File: config.mk
export PLATFORM = sky130hd
export DESIGN_NAME = fifo_rd_stream
export DESIGN_NICKNAME = d
export VERILOG_FILES = /design/src/rtl/fifo_rd_stream.sv
export SDC_FILE = /design/constraint.sdc
export NUM_CORES = 1
export LEC_CHECK = 0
export CORE_MARGIN = 2
export CORE_UTILIZATION = 40
export DETAILED_ROUTE_END_ITERATION = 10
export DONT_BUFFER_PORTS = 1
export REMOVE_ABC_BUFFERS = 1
export SYNTH_ARGS = -nofsm -noshare
export SYNTH_HDL_FRONTEND = slang
export SYNTH_SLANG_ARGS = --single-unit
File: constraint.sdc
create_clock -name clk -period 1.3 [get_ports clk]
set_input_delay 0.195 -clock clk [delete_from_list [all_inputs] [get_ports clk]]
set_output_delay 0.195 -clock clk [all_outputs]
set_load 0.05 [all_outputs]
File: src/rtl/fifo_rd_stream.sv
// Pop-side reader for a sync FIFO: turns pop/empty/data into a registered valid/ready
// stream through a 2-entry skid buffer, with frame marking. Optional stats: FIFO_RD_STATS_EN.
module fifo_rd_stream #(
    parameter int DATA_W    = 8,
    parameter int FRAME_LEN = 4,
    parameter int CNT_W     = 16
) (
    input  logic              clk,
    input  logic              reset_n,
    input  logic              fifo_empty_i,
    input  logic [DATA_W-1:0] fifo_pop_data_i,
    output logic              fifo_pop_o,
    output logic              m_valid_o,
    output logic [DATA_W-1:0] m_data_o,
    output logic              m_last_o,
    input  logic              m_ready_i,
    output logic [CNT_W-1:0]  stat_beats_o,
    output logic [CNT_W-1:0]  stat_stall_o
);
    localparam int BCNT_W = (FRAME_LEN > 1) ? $clog2(FRAME_LEN) : 1;
    localparam logic [BCNT_W-1:0] LAST_BEAT = BCNT_W'(FRAME_LEN - 1);

    logic [1:0]        cnt_q, cnt_d;
    logic [DATA_W-1:0] slot0_q, slot0_d;
    logic [DATA_W-1:0] slot1_q, slot1_d;
    logic [BCNT_W-1:0] bcnt_q, bcnt_d;
    logic              valid;
    logic              fire;
    logic              pop;

    assign valid = (cnt_q != 2'd0);
    assign fire  = valid & m_ready_i;
    // Pop depends only on occupancy and empty, so no path exists from m_ready_i to the FIFO.
    assign pop   = reset_n & ~fifo_empty_i & (cnt_q != 2'd2);

    always_comb begin
        cnt_d   = cnt_q;
        slot0_d = slot0_q;
        slot1_d = slot1_q;
        case (cnt_q)
            2'd0: begin
                if (pop) begin
                    cnt_d   = 2'd1;
                    slot0_d = fifo_pop_data_i;
                end
            end
            2'd1: begin
                if (pop && fire) begin
                    slot0_d = fifo_pop_data_i;
                end else if (pop) begin
                    cnt_d   = 2'd2;
                    slot1_d = fifo_pop_data_i;
                end else if (fire) begin
                    cnt_d = 2'd0;
                end
            end
            2'd2: begin
                if (fire) begin
                    cnt_d   = 2'd1;
                    slot0_d = slot1_q;
                end
            end
            default: cnt_d = 2'd0;
        endcase

        bcnt_d = bcnt_q;
        if (fire) begin
            bcnt_d = (bcnt_q == LAST_BEAT) ? '0 : bcnt_q + BCNT_W'(1);
        end
    end

    always_ff @(posedge clk) begin
        if (!reset_n) begin
            cnt_q   <= 2'd0;
            slot0_q <= '0;
            slot1_q <= '0;
            bcnt_q  <= '0;
        end else begin
            cnt_q   <= cnt_d;
            slot0_q <= slot0_d;
            slot1_q <= slot1_d;
            bcnt_q  <= bcnt_d;
        end
    end

    assign fifo_pop_o = pop;
    assign m_valid_o  = valid;
    assign m_data_o   = slot0_q;
    assign m_last_o   = valid & (bcnt_q == LAST_BEAT);

`ifdef FIFO_RD_STATS_EN
    logic [CNT_W-1:0] beats_q;
    logic [CNT_W-1:0] stall_q;

    // Both counters stick at all-ones rather than wrapping.
    always_ff @(posedge clk) begin
        if (!reset_n) begin
            beats_q <= '0;
            stall_q <= '0;
        end else begin
            if (fire && (beats_q != '1)) begin
                beats_q <= beats_q + CNT_W'(1);
            end
            if (valid && !m_ready_i && (stall_q != '1)) begin
                stall_q <= stall_q + CNT_W'(1);
            end
        end
    end

    assign stat_beats_o = beats_q;
    assign stat_stall_o = stall_q;
`else
    assign stat_beats_o = '0;
    assign stat_stall_o = '0;
`endif

endmodule

==> metrics, run 1 <==
status finished with violations; violated checks negative setup slack; worst min-delay path class input pin to register; critical path class register to output port; CP Cell Sequence or2_4 -> and2_4 -> buf_12; RSZ-0062 raised after global routing true; Worst Reg-to-Reg Cells 4; WHS Path Cells 2; Setup WS pre-CTS 0.00823 ns; clk buf depth 2; Peak supply drop 0.000630 V; synthesized cell area 1230 sq um; worst reg2reg path endpoint m_data_o[6]$_SDFFE_PN0P_; most frequent cells in the layout conb_1, buf_4, dfxtp_1; WHS Endpoint slot1_q[1]$_SDFFE_PN0P_; critical path depth 3; YS warnings 0; clk slew on worst S/H paths 0.11 ns; Core Area 2980 sq um; Max Clock Freq 712 MHz; # port buffers 0; total global-route track usage 0.146; crit-path max FO 3; Initial Utilization 0.413; Worst Min Path Start fifo_pop_data_i[1]; CP Buf/Inv Count 1; Die Y 59.5 um; PwrDens 1080 nW/um^2; first-pass GRT wire length 3900 um; die width 59.5 um; skew final 0.00295 ns; CTS H-tree depth 1; via count 968; clk root buf clkbuf_4; Pint 0.942 mW; drt pass-1 iters 4; Final Hold Viols 0; cell count after synthesis 138; starting DRC count in detailed routing 12; Remaining DRCs 0; remaining antenna violation count 0; crit start category register; WL per Instance 12.9 um; Via-to-Cell Ratio 5.04; fraction of layout cells with a size suffix above 1 0.277; Setup violations, final 7; most common cell after layout, fill and taps aside conb_1; clock share of power 0.237; Syn Area/Cell 8.92 sq um; CTS tree done; Detail Placement HPWL 1770 um; Final Worst Setup Slack -0.104 ns; antenna cells 0; Comb pwr share 0.332; fin crit period 1.40 ns; die area 3540 sq um; Flop pwr share 0.431; Syn-to-layout area delta 16.1%; leakage power total 0.645 nW; row count 20; total clock buffers created by CTS 3; largest net degree at the start of global routing 12; vias in the first global route 840; Pwr Total 1.54 mW; Unique masters post-synth 28; Switch Pwr 0.597 mW; initial antenna violation count 0; nets 173; gr ovfl total 0; gpl congestion 0.788; CP Capture Type output port; count of clock tree sinks 20; # fillers 300; CP arrival 1.21 ns; Reg2Reg Launch Point cnt_q[1]$_SDFFE_PN0P_; R2R Setup Slk -0.03 ns; io pins 55; flop and latch count out of synthesis 20; Slowest-stage cell, CP dfxtp_4; Worst EP required 1.11 ns; Clk Latency, worst-skew pair 0.30 ns; cell family with most CP delay simple AND/OR/NAND/NOR gates; WL final 2480 um; Max-cap violations 0; Seq/Total Area, Yosys 0.325; Largest stage delay, worst path 0.37 ns; Final Cycle Share 1.08; hold_ws 0.0281 ns; Final Slew Violations 0; sw frac 0.388
## logic make-up after synthesis
| logic type | share of synthesized area |
|---|---|
| buffers and inverters | 0.254 |
| muxes | 0.0732 |
| and+or+nand+nor | 0.119 |
| adders and majority gates | 0.0102 |
| other | 0.00305 |
| AOI/OAI and AO/OA | 0.215 |
| DFF | 0.325 |
## area by class of cell
class | count | area (sq um) | share of cell area
clock buffer | 4 | 36.3 | 0.0254
tap | 33 | 41.3 | 0.0289
inverter | 3 | 15.0 | 0.0105
multi-input combinational | 105 | 683 | 0.478
timing repair buffer | 27 | 248 | 0.173
sequential | 20 | 405 | 0.284
## how the worst max path moves through the flow
stage                                     endpoint                   from
after floorplan                         fifo_pop_o  cnt_q[0]$_SDFFE_PN0P_
after global placement    m_data_o[5]$_SDFFE_PN0P_  cnt_q[1]$_SDFFE_PN0P_
after detailed placement  m_data_o[6]$_SDFFE_PN0P_  cnt_q[0]$_SDFFE_PN0P_
after CTS                                 m_last_o  cnt_q[1]$_SDFFE_PN0P_
after global routing                      m_last_o  cnt_q[0]$_SDFFE_PN0P_
final                                     m_last_o  cnt_q[1]$_SDFFE_PN0P_
## metrics by stage
step                cell area, sq um   util  std cells  TNS, ns
floorplan                       1050      -        128    -2.88
global placement                1280  0.429        183        0
detailed placement              1280  0.429        183        0
CTS                             1380  0.463        192   -0.245
global route                    1430  0.480        192   -0.689
finish                          1430  0.480        192   -0.215
## synth_stat cells (all sizes together)
cell type | number | share of area
nand2 | 1 | 0.0030
a21oi | 10 | 0.041
o21ai | 9 | 0.037
buf | 39 | 0.24
mux2i | 9 | 0.073
a31o | 1 | 0.014
or2 | 1 | 0.0051
o21a | 1 | 0.0061
dfxtp | 20 | 0.33
a211oi | 10 | 0.061
nand3b | 1 | 0.0061
nor2b | 2 | 0.010
and3b | 1 | 0.0071
ha | 1 | 0.010
clkinv | 2 | 0.0061
nor4bb | 1 | 0.0081
or3 | 1 | 0.0051
a311oi | 8 | 0.057
and2 | 2 | 0.010
nand2b | 3 | 0.015
conb | 1 | 0.0030
inv | 1 | 0.0030
nand4bb | 1 | 0.0091
clkbuf | 2 | 0.0061
nand3 | 9 | 0.037
nor2 | 1 | 0.0030
## sequential cells by signal, summed over array words and instances (netlist names)
register	flops
m_data_o	8
slot1_q	8
cnt_q	2
bcnt_q	2
## routing by layer
layer	wire length, um	GRT usage	share of wire	up-vias
met2	1150	0.234	0.46	38
met5	0	0	0	-
li1	-	-	-	478
met4	40	0.0682	0.016	0
met1	1130	0.189	0.46	448
met3	160	0.0284	0.064	4
## power groups by stage
stage               registers, mW  clock network [mW]  logic [mW]
global placement            0.678                   0       0.471
floorplan                   0.745                   0       0.320
global route                0.668               0.404       0.535
CTS                         0.663               0.384       0.491
finish                      0.664               0.365       0.511
detailed placement          0.679                   0       0.474
## timing repair
item | in CTS | in global routing
setup buffers | 3 | 0
pin swaps | 4 | 2
hold endpoints to repair | 2 | 0
hold buffers | 2 | 0
setup endpoints to repair | 8 | 22
gates resized for setup | 8 | 13
Note: power is estimated with default switching activity, not from simulation.
==> run 2, diff against run 1 <==
- CAP_MARGIN: not set -> 10
==> results of run 2 <==
The final DEF is identical to that of run 1; final timing and power are the same.
